===== src/rtl/fetch_inst_queue.sv =====
// ----------------------------------------------------------------------------
// fetch_inst_queue
//
// Decoupling FIFO between Fetch (upstream) and Decode (downstream). It buffers
// up to DEPTH instructions so Fetch can keep streaming while Decode stalls.
// Program order is preserved. A single-cycle flush discards every entry when a
// branch or exception redirects the front end.
//
// There is no fall-through path. An instruction enqueued at edge N is first
// visible on valid_o in the cycle after edge N. Both sides use the same
// valid/ready handshake that Fetch exposes.
//
// Ports:
//   clk      in   1            clock, rising edge
//   reset    in   1            asynchronous, active-high reset
//   flush_i  in   1            synchronous flush, discards all entries
//   valid_i  in   1            Fetch presents an instruction
//   ready_o  out  1            queue can accept an instruction (count != DEPTH)
//   pc_i     in   PC_WIDTH     PC of the incoming instruction
//   inst_i   in   DATA_WIDTH   incoming instruction word
//   valid_o  out  1            head entry valid toward Decode (count != 0)
//   ready_i  in   1            Decode accepts the head entry
//   pc_o     out  PC_WIDTH     PC of the head entry, 0 when empty
//   inst_o   out  DATA_WIDTH   instruction of the head entry, 0 when empty
//   count_o  out  clog2(D)+1   current occupancy, 0..DEPTH
// ----------------------------------------------------------------------------
module fetch_inst_queue #(
    parameter int DATA_WIDTH = 32,
    parameter int PC_WIDTH   = 32,
    parameter int DEPTH      = 4
) (
    input  logic                     clk,
    input  logic                     reset,
    input  logic                     flush_i,
    input  logic                     valid_i,
    output logic                     ready_o,
    input  logic [PC_WIDTH-1:0]      pc_i,
    input  logic [DATA_WIDTH-1:0]    inst_i,
    output logic                     valid_o,
    input  logic                     ready_i,
    output logic [PC_WIDTH-1:0]      pc_o,
    output logic [DATA_WIDTH-1:0]    inst_o,
    output logic [$clog2(DEPTH):0]   count_o
);

    localparam int PW = $clog2(DEPTH);
    localparam int CW = PW + 1;

    localparam logic [PW-1:0] PTR_ONE  = PW'(1);
    localparam logic [CW-1:0] CNT_ONE  = CW'(1);
    localparam logic [CW-1:0] CNT_FULL = CW'(DEPTH);

    // Pointers wrap naturally because DEPTH is a power of two.
    generate
        if (DEPTH < 2 || (DEPTH & (DEPTH - 1)) != 0) begin : g_bad_depth
            $error("fetch_inst_queue: DEPTH must be a power of two and >= 2");
        end
    endgenerate

    // Storage is never reset. Only the pointers and the count define which
    // entries are live.
    logic [PC_WIDTH-1:0]   pc_mem_q   [DEPTH];
    logic [DATA_WIDTH-1:0] inst_mem_q [DEPTH];

    logic [PW-1:0] wr_ptr_q, wr_ptr_d;
    logic [PW-1:0] rd_ptr_q, rd_ptr_d;
    logic [CW-1:0] count_q,  count_d;

    logic enq;
    logic deq;
    logic wr_en;

    // ------------------------------------------------------------------
    // Outputs are decoded from registered state only. ready_o never looks
    // at ready_i, so a full queue does not accept a new entry even when
    // Decode drains one in the same cycle.
    // ------------------------------------------------------------------
    always_comb begin
        ready_o = (count_q != CNT_FULL);
        valid_o = (count_q != '0);
        count_o = count_q;
        pc_o    = '0;
        inst_o  = '0;
        if (valid_o) begin
            pc_o   = pc_mem_q[rd_ptr_q];
            inst_o = inst_mem_q[rd_ptr_q];
        end
    end

    assign enq   = valid_i & ready_o;
    assign deq   = valid_o & ready_i;
    // An enqueue that collides with a flush is dropped. A dequeue in the
    // flush cycle has already been consumed by Decode, so nothing else
    // needs to be done for it.
    assign wr_en = enq & ~flush_i;

    // ------------------------------------------------------------------
    // Next-state logic
    // ------------------------------------------------------------------
    always_comb begin
        wr_ptr_d = wr_ptr_q;
        rd_ptr_d = rd_ptr_q;
        count_d  = count_q;

        if (flush_i) begin
            wr_ptr_d = '0;
            rd_ptr_d = '0;
            count_d  = '0;
        end else begin
            if (enq) begin
                wr_ptr_d = wr_ptr_q + PTR_ONE;
            end
            if (deq) begin
                rd_ptr_d = rd_ptr_q + PTR_ONE;
            end
            case ({enq, deq})
                2'b10:   count_d = count_q + CNT_ONE;
                2'b01:   count_d = count_q - CNT_ONE;
                default: count_d = count_q;
            endcase
        end
    end

    // ------------------------------------------------------------------
    // Control state
    // ------------------------------------------------------------------
    always_ff @(posedge clk or posedge reset) begin
        if (reset) begin
            wr_ptr_q <= '0;
            rd_ptr_q <= '0;
            count_q  <= '0;
        end else begin
            wr_ptr_q <= wr_ptr_d;
            rd_ptr_q <= rd_ptr_d;
            count_q  <= count_d;
        end
    end

    // ------------------------------------------------------------------
    // Entry storage
    // ------------------------------------------------------------------
    always_ff @(posedge clk) begin
        if (wr_en) begin
            pc_mem_q[wr_ptr_q]   <= pc_i;
            inst_mem_q[wr_ptr_q] <= inst_i;
        end
    end

endmodule

===== config.mk =====
export PLATFORM = sky130hd
export DESIGN_NAME = fetch_inst_queue
export DESIGN_NICKNAME = d
export VERILOG_FILES = /design/src/rtl/fetch_inst_queue.sv
export SDC_FILE = /design/constraint.sdc
export NUM_CORES = 1
export LEC_CHECK = 0
export ABC_AREA = 1
export CAP_MARGIN = 20
export CORE_ASPECT_RATIO = 1.75
export CORE_MARGIN = 10
export CORE_UTILIZATION = 45
export DETAILED_ROUTE_END_ITERATION = 12
export GPL_ROUTABILITY_DRIVEN = 1
export PLACE_DENSITY = 0.7
export SLEW_MARGIN = 20
export SYNTH_ARGS = -nofsm -noshare
export SYNTH_HDL_FRONTEND = slang
export SYNTH_SLANG_ARGS = --single-unit

===== constraint.sdc =====
create_clock -name clk -period 3.99 [get_ports clk]
set_input_delay 0.798 -clock clk [delete_from_list [all_inputs] [get_ports clk]]
set_output_delay 0.798 -clock clk [all_outputs]
set_load 0.02 [all_outputs]

==> results of run 1 <==
-- worst reg2reg max path, cell delays in order, from the launching register on --
cell	delay, ns
dfrtp_1	0.42
nor2_1	0.10
nand2_1	0.10
nand2_2	0.08
inv_1	0.11
nand2_1	0.25
nor2_4	0.52
buf_12	0.39
-- worst paths after layout --
check	end	cells past startpoint	start	slack, ns
min in group clk	count_o[0]$_DFFE_PP0P_	2	count_o[0]$_DFFE_PP0P_	0.58
worst min-delay path	rd_ptr_q[0]$_DFFE_PP0P_	2	reset	0.56
max in group asynchronous	rd_ptr_q[1]$_DFFE_PP0P_	2	reset	3.15
worst max register to register	inst_mem_q[1][8]$_DFFE_PP_	7	count_o[1]$_DFFE_PP0P_	1.66
worst max-delay path	inst_o[2]	6	rd_ptr_q[0]$_DFFE_PP0P_	0.29
worst min register to register	count_o[0]$_DFFE_PP0P_	2	count_o[0]$_DFFE_PP0P_	0.58
-- cells by family (layout without fill, tap and decap cells) --
kind of cell | after synthesis | count (layout) | synth area share [%]
simple gates | 287 | 287 | 10.58
buf+inv | 64 | 210 | 3.142
compound gates | 198 | 198 | 9.572
fa+ha+maj | 5 | 5 | 0.6768
flops | 263 | 263 | 75.95
xor+xnor | 1 | 1 | 0.08462
other cells | 0 | 1 | 0
-- synthesized netlist by cell type, drive strengths merged --
cell	number
fa	1
xnor2	1
a21oi	67
ha	4
clkbuf	12
nand3	5
o21ai	131
buf	36
nand3b	1
nor2	262
inv	15
edfxtp	256
clkinv	1
nand2	19
dfrtp	7
-- through the flow --
stage / hold slack [ns] / setup slack, ns / setup TNS, ns
5_1_grt: 0.5718 / 0.1445 / 0
3_3_place_gp: 0.5568 / 0.5968 / 0
4_1_cts: 0.5583 / 0.04839 / 0
6_report: 0.5588 / 0.2879 / 0
3_5_place_dp: 0.5707 / 0.5888 / 0
2_1_floorplan: 0.5794 / -0.2881 / -73.75
-- layout make-up --
cell class	instances	area (um^2)	area share [%]
tap	300	375.4	2.927
timing repair buffer	155	1594	12.43
inverter	16	61.31	0.4781
multi-input combinational	491	2195	17.11
antenna	1	2.502	0.01951
clock inverter	14	145.1	1.132
clock buffer	25	583.1	4.547
sequential	263	7868	61.35
-- per-layer routing --
metal	vias to the layer above	wire [um]	global-route usage, %
li1	3145	-	-
met1	3210	8878	16.08
met2	153	13290	30.22
met3	31	1082	2.657
met4	0	613	5.608
met5	-	0	0
-- registers in the layout (all words and copies together) (netlist names) --
name        count
count_o         3
inst_mem_q    128
pc_mem_q      128
rd_ptr_q        2
wr_ptr_q        2
-- what timing repair did --
action                                 in CTS  in global routing
setup endpoints to repair                   0                  6
buffers inserted                            0                  1
endpoints found under the hold margin       0                  0
-- power groups by stage --
stage               registers [mW]  clock network [mW]  logic (mW)
floorplan                     3.32                   0        1.76
global placement              3.36                   0        3.16
detailed placement            3.36                   0        3.19
CTS                           3.30                2.18        3.20
global route                  3.30                2.29        3.46
finish                        3.28                2.14        3.18
==> impl_metrics.json, run 1 <==
{
  "timing.fmax_mhz": 270.1,
  "clkPwrFrac_pct": 24.9,
  "max-cap-violations": 0,
  "drt-initial-drc-count": 301,
  "avgRoutedWirePerCell_um": 18.86,
  "tightestPinTransition_ns": 0.9041,
  "largest_fanout_of_any_net_on_the_critical_path": 42,
  "synth_largest_type_area_fraction_pct": 74.26,
  "path_buf_inv": 2,
  "cell_family_with_most_cp_delay": "buffers and inverters",
  "max-clock-path-buffers": 3,
  "core_area_um2": 22650,
  "unrepaired_setup_endpoints_after_global_routing": "no",
  "dpl_cell_area_um2": 12070,
  "insertion_delay_ns": 0.50,
  "power.sequential.fraction_pct": 38.2,
  "clock-sinks": 263,
  "synthCells": 818,
  "cts_hold_buf": 0,
  "fin_worst_skew_ns": 0.007544,
  "hold_viol_final": 0,
  "io_buffer_count": 137,
  "number_of_global_route_vias_before_repair": 6848,
  "critical_path_required_ns": 3.19,
  "synthesis.area_um2": 10350,
  "grt_antenna_before_repair": 1,
  "critPathMostFrequentCell": "nor2_1",
  "utilization_pct": 56.61,
  "timing.critical_path.to_type": "output port",
  "power.switching_fraction_pct": 34.01,
  "clk_pin_slew_worst_paths_ns": 0.07,
  "postcts_resize_cnt": 0,
  "postSynthNetCount": 892,
  "number_of_h_tree_levels": 1,
  "synth-warning-count": 0,
  "most_frequent_cells_in_the_layout": "nor2_1 (257), edfxtp_1 (256), clkdlybuf4s50_1 (137), o21ai_0 (127), a21oi_1 (67)",
  "dp.final_hpwl_mm": 14.33,
  "finalWeightedCongestion": 0.7735,
  "final_setup_vio_count": 0,
  "antenna_viol_nets_final": 0,
  "area_growth_syn_to_layout_pct": 23.87,
  "layout_commonest_cell": "nor2_1",
  "setup.worst_path.start_class": "flop",
  "run_status": "finished, final reports clean",
  "synth.top_cells.by_area": "edfxtp_1 (74%), nor2_1 (9.5%), o21ai_0 (6.1%), a21oi_1 (3.2%), dfrtp_1 (1.7%)",
  "final_min_period_over_clock_period_pct": 92.79,
  "finalPower_mw": 8.595,
  "worst-setup-path-type": "reg2out",
  "fp.dieArea_um2": 29710,
  "grt_overflow": 0,
  "cts_tree": "built",
  "fillerInstances": 1883,
  "cp_cell_sequence": "buf_4 > nor2_1 > nor2_1 > o21ai_0 > a21oi_1 > clkdlybuf4s50_1",
  "worst_path_largest_cell_delay_ns": 0.67,
  "grt_pass1_wl_mm": 36.28,
  "route.final.wire_length_mm": 23.86,
  "internal_power_mw": 5.671,
  "timing_max_transition_violations_final": 0,
  "fin_area_um2": 12820,
  "initial_utilization_pct": 45.70,
  "die_height_um": 220.6,
  "cell_type_with_the_largest_total_area_after_synthesis": "edfxtp_1",
  "grt_max_degree": 65,
  "hold_path.class": "in2async",
  "power_density_nw_per_um2": 670.2,
  "ir_drop_worst_vdd_uv": 432.5,
  "critical_path.slowest_cell": "clkdlybuf4s50_1",
  "layout.cells.non_filler": 1265,
  "fin_nets": 1024,
  "floorplan.rows": 73,
  "detail_route.drc_violations": 0,
  "leakage_nw": 4.330,
  "layout-drive-gt1-share_pct": 6.535,
  "netlist-cell-type-count": 22,
  "p_comb_share_pct": 37.0,
  "placed_cells_incl_taps": 1224,
  "die-width_um": 134.7,
  "io_pins": 138,
  "timing.slew.headroom_pct": 39.64,
  "proportion_of_synthesized_chip_area_in_sequential_cells_pct": 75.95,
  "postSynthAreaPerCell_um2": 12.66,
  "cts_inserted_buffers": 23,
  "groute.usage.overall_pct": 15.53,
  "synth-seq-cells": 263,
  "routed-via-count": 6539,
  "timing.critical_path.arrival_ns": 2.90,
  "drt_first_pass_iters": 4,
  "avgViaCountPerCell": 5.169,
  "p_switching_mw": 2.923,
  "post-route-min-period_ns": 3.702,
  "cts_root_buffer": "clkbuf_16"
}
(Power assumes the default switching activity.)
==> run 2, diff against run 1 <==
Settings changed: CTS_CLUSTER_SIZE set to 30, HOLD_SLACK_MARGIN set to 0.12.
==> results of run 2 <==
No change in the layout: final DEF, timing and power equal those of run 1.
==> run 3, diff against run 2 <==
Settings changed: TNS_END_PERCENT set to 100.
==> results of run 3 <==
No change in the layout: final DEF, timing and power equal those of run 1.
==> edit 1, RTL diff (settings of run 1) <==
`DATA_WIDTH`: 32 -> 48.
--- a/src/rtl/fetch_inst_queue.sv
+++ b/src/rtl/fetch_inst_queue.sv
@@ -25,7 +25,7 @@
 //   count_o  out  clog2(D)+1   current occupancy, 0..DEPTH
 // ----------------------------------------------------------------------------
 module fetch_inst_queue #(
-    parameter int DATA_WIDTH = 32,
+    parameter int DATA_WIDTH = 48,
     parameter int PC_WIDTH   = 32,
     parameter int DEPTH      = 4
 ) (
Interface: changed (resized inst_i and inst_o); port bits go from 138 to 170. No check against the original RTL was run, so the function may have changed too.
==> edit 1 against run 1 <==
Clock skew rose by 0.0040 ns. Final cell count rose by 23%. Total power rose by 25%. Largest power group unchanged. Count of clock-buffer cells in the layout rose by 8. Register-to-register slack improved by 0.15 ns. Routed wire length rose by 26%. Area after synthesis rose by 24%. Cell area rose by 23%. Setup slack improved by 0.065 ns. Sequential cell count rose by 64.
==> edit 1: results (changes against run 1) <==
metric,value,unit,change
sequential-to-total area share from yosys stat,76.5,%,+0.55 points
Final Net Count,1255,,+23%
slew margin rel.,53.4,%,+14 points
vias in the first global route,8350,,+22%
port bufs,169,,+23%
status,finished clean,,
biggest fanout along the worst timing path,68,,+62%
global-route wire length before repair,46.3,mm,+28%
average routed wire per standard cell,19.3,µm,+2.3%
dpl cells,1507,,+23%
largest net degree at the start of global routing,84,,+29%
Mapped Cells,1006,,+23%
Async SR Flop Fraction,2.14,%,-0.52 points
sequential share of power,37.7,%,-0.5 points
dpl cell area,0.0149,mm²,+23%
Inserted Clock Buffers,29,,+26%
Sw Ratio,34.2,%,+0.18 points
antenna violations before repair,2,,+1
Iteration-0 DRC Markers,448,,+49%
Synth cell types,24,,+9.1%
Slowest cell on crit path,clkdlybuf4s50_1,,
"worst slack, placed",0.873,ns,+0.284 ns
top area cells in the synthesized netlist,"edfxtp_1, nor2_1, o21ai_0",,
ANT cells,0,,-1
Clock Power Share,25.8,%,+0.9 points
global-route usage over all layers,16.3,%,+0.77 points
most frequent cells after synthesis,"nor2_1, edfxtp_1, o21ai_0, a21oi_1, o21ai_1",,
RePlAce Congestion,0.762,,-1.4%
Setup Skew,0.0115,ns,+0.00400 ns
syn nets,1096,,+23%
Power Density,678,mW/mm²,+1.1%
VDD IR max,0.520,mV,+20%
Synth Area in Compound Gates,9.63,%,+0.054 points
Synth Area in Adders,0.548,%,-0.13 points
Post-Synth XOR/XNOR Area,0.0685,%,-0.016 points
number of flops mapped to enable cells by yosys,320,,+25%
Non-Filler Instances,1560,,+23%
[edit 1: cell types whose count changed after synthesis, sizes merged]
| cell | change |
|---|---|
| a21oi | +16 |
| buf | -10 |
| clkbuf | +22 |
| edfxtp | +64 |
| nor2 | +64 |
| o21ai | +32 |
[edit 1: final timing paths]
kind / start / end / slack [ns] / cells after the start
hold / removal: reset / rd_ptr_q[0] / 0.54 / 2
min in group clk: count_o[1] / count_o[1] / 0.55 / 2
setup / recovery: rd_ptr_q[0] / inst_o[12] / 0.35 / 5
hold reg to reg: count_o[1] / count_o[1] / 0.55 / 2
max in group asynchronous: reset / rd_ptr_q[1] / 3.16 / 2
setup reg to reg: count_o[0] / inst_mem_q[2][36] / 1.81 / 7
[edit 1: kinds of logic (layout without fill, tap and decap cells)]
| group | after synthesis | count (layout) |
|---|---|---|
| AOI/OAI and AO/OA | 246 | 246 |
| xor gates and xnor gates | 1 | 1 |
| adders and majority gates | 5 | 5 |
| buffers and inverters | 76 | 257 |
| DFF | 327 | 327 |
| and+or+nand+nor | 351 | 351 |
[edit 1: layer usage]
| layer | global-route usage (%) | wire (µm) | share of wire, % | vias to the layer above |
|---|---|---|---|---|
| met2 | 30.8 | 16700 | 56 | 222 |
| met3 | 3.09 | 1560 | 5.2 | 51 |
| met4 | 6.58 | 913 | 3.0 | 4 |
| met1 | 17.1 | 10900 | 36 | 3940 |
| met5 | 0 | 21 | 0.070 | - |
| li1 | - | - | - | 3874 |
[edit 1: final cells by class]
| cell class | instances | area (µm²) |
|---|---|---|
| inverters | 16 | 62.6 |
| clock inverters | 20 | 209 |
| clock buffers | 33 | 741 |
| flip-flops and latches | 327 | 9790 |
| repair buffers | 188 | 1880 |
| well taps | 373 | 467 |
| fillers | 2281 | 12100 |
| multi-input cells | 603 | 2680 |
==> edit 2, RTL diff (config.mk and constraints of run 1) <==
Made on the original files. Make the reset (`reset`) synchronous in one clocked block. Comments in the files are not updated.
--- a/src/rtl/fetch_inst_queue.sv
+++ b/src/rtl/fetch_inst_queue.sv
@@ -124,7 +124,7 @@
     // ------------------------------------------------------------------
     // Control state
     // ------------------------------------------------------------------
-    always_ff @(posedge clk or posedge reset) begin
+    always_ff @(posedge clk) begin
         if (reset) begin
             wr_ptr_q <= '0;
             rd_ptr_q <= '0;
Behaviour: differs if reset is asserted again (counterexample within 4 cycles, from zero or initial values and one cycle with reset high); with reset held inactive, the same outputs for 4 cycles.
==> edit 2 against run 1 <==
Cell area fell by 0.22%. Non-clock buffer count rose by 1. Sequential cell count rose by 2. Setup slack improved by 0.11 ns. Synthesized cell count rose by 1.3%. Routed wire length fell by 3.6%. Core utilization fell by 0.35 points. Global-route usage fell by 0.65 points. Area after synthesis rose by 0.66%. Critical path type unchanged. Highest routed layer is now met5.
Power is not compared: it rests on default switching activity, and its combinational part moved more than twofold at a synthesized area within 25%.
==> edit 2: results (changes against run 1) <==
metric,value,unit,change
Total Wirelength,23.0,mm,-3.6%
met3 Use GR,2.77,%,+0.11 points
vias per inst,5.04,,-2.4%
syn_area_per_cell,12.6,µm²,-0.67%
Setup Skew,0.0126,ns,+0.00503 ns
GR met1 Demand/Resource,16.4,%,+0.36 points
largest net degree at the start of global routing,65,,unchanged
port bufs,137,,unchanged
Worst Min Path Start,count_o[0],,
M2 GR Usage,27.6,%,-2.6 points
HPWL Detailed,13.9,mm,-3.1%
most frequent cells after synthesis,"nor2_1, edfxtp_1, o21ai_0, a21oi_1, inv_1",,
Leak,4.29,nW,
VDD IR max,0.324,mV,
Synth cell types,19,,-14%
Fin. Hold Viols,0,,unchanged
Async SR Flop Fraction,0,%,-2.7 points
Worst-Skew Late Latency,0.51,ns,
layout cell share with drive strength beyond 1,6.33,%,-0.21 points
Iteration-0 DRC Markers,398,,+32%
clock buffer depth,3,,unchanged
global-route usage over all layers,14.9,%,-0.65 points
CTS H-tree depth,1,,unchanged
Hold Path Class,reg2reg,,
CP max stage delay,0.64,ns,-0.03 ns
max cap viols,0,,unchanged
worst slew pin tran,0.845,ns,-0.0594 ns
"Reg clk slew, reported paths",0.06,ns,
"Setup Fix Bufs, Post-CTS",0,,unchanged
average routed wire per standard cell,18.0,µm,-4.8%
dpl cells,1238,,+1.1%
Worst Path Arrival,2.79,ns,-0.11 ns
YS warnings,0,,unchanged
top area cells in the synthesized netlist,"edfxtp_1, nor2_1, o21ai_0",,
Fillers,1802,,-4.3%
biggest fanout along the worst timing path,58,,+38%
CTS resizes,0,,unchanged
Reg2Reg Depth,5,,-2
worst r2r src,count_o[1],,
syn nets,904,,+1.3%
hold slack,0.500,ns,-0.0586 ns
status,finished clean,,
Inserted Clock Buffers,23,,unchanged
Crit Path Class,reg2out,,
Top Family by Delay on Critical Path,buffers and inverters,,
Slowest cell on crit path,dfxtp_4,,
vias in the first global route,6563,,-4.2%
antenna violations before repair,2,,+1
RR Endpoint,inst_mem_q[1][19],,
dpl cell area,0.0121,mm²,+0.14%
Hold Path Sink,count_o[0],,
global-route wire length before repair,35.3,mm,-2.8%
RePlAce Congestion,0.773,,-0.13%
Final Net Count,1038,,+1.4%
drt pass-1 iters,5,,+1
sequential-to-total area share from yosys stat,75.5,%,-0.45 points
R2R setup slack,1.83,ns,+0.17 ns
[edit 2: how the worst max path moves through the flow]
stage / to
2_1_floorplan: inst_mem_q[0][0]
3_3_place_gp: inst_o[9]
3_5_place_dp: pc_o[22]
4_1_cts: pc_o[22]
5_1_grt: pc_o[22]
6_report: inst_o[9]
[edit 2: per-stage QoR]
stage          setup slack [ns]  util, %  TNS (ns)  power [W]
2_1_floorplan            -0.464        -   -118.74    0.00341
6_report                  0.399     56.3         0    0.00568
3_5_place_dp              0.931     53.2         0    0.00369
5_1_grt                   0.186     56.3         0    0.00589
4_1_cts                   0.375     56.2         0    0.00573
3_3_place_gp              0.947     53.2         0    0.00368
[edit 2: cells by family after synthesis]
kind of cell	share of synthesized area, %
AOI/OAI and AO/OA	9.48
adders and majority gates	0.792
buffers and inverters	3.59
DFF	75.5
and+or+nand+nor	10.6
[edit 2: worst register-to-register path, stage by stage, from the launching register on]
cell and delay, ns:
dfxtp_1 0.38, nor2_1 0.09, a21boi_0 0.34, nand2_1 0.32
nor2_4 0.18, buf_4 0.47
[edit 2: cell type report]
type                            instances  area share [%]
Sequential cell                       265            61.5
Multi-Input combinational cell        496            17.3
Timing Repair Buffer                  156            12.1
Clock buffer                           27            4.62
Tap cell                              300            2.93
Clock inverter                         15           0.880
Inverter                               21           0.626
Antenna cell                            1          0.0196
[edit 2: routing by layer]
metal,up-vias,share of wire [%]
met5,-,0.078
met4,2,2.1
met3,29,5.2
met2,149,54
met1,3106,38
li1,3176,-
[edit 2: power by group through the flow]
| stage | sequential [W] | combinational [W] | clock, W |
|---|---|---|---|
| 2_1_floorplan | 0.00318 | 0.000230 | 0 |
| 4_1_cts | 0.00312 | 0.000506 | 0.00210 |
| 3_5_place_dp | 0.00318 | 0.000504 | 0 |
| 5_1_grt | 0.00313 | 0.000540 | 0.00222 |
| 3_3_place_gp | 0.00318 | 0.000498 | 0 |
| 6_report | 0.00312 | 0.000496 | 0.00206 |
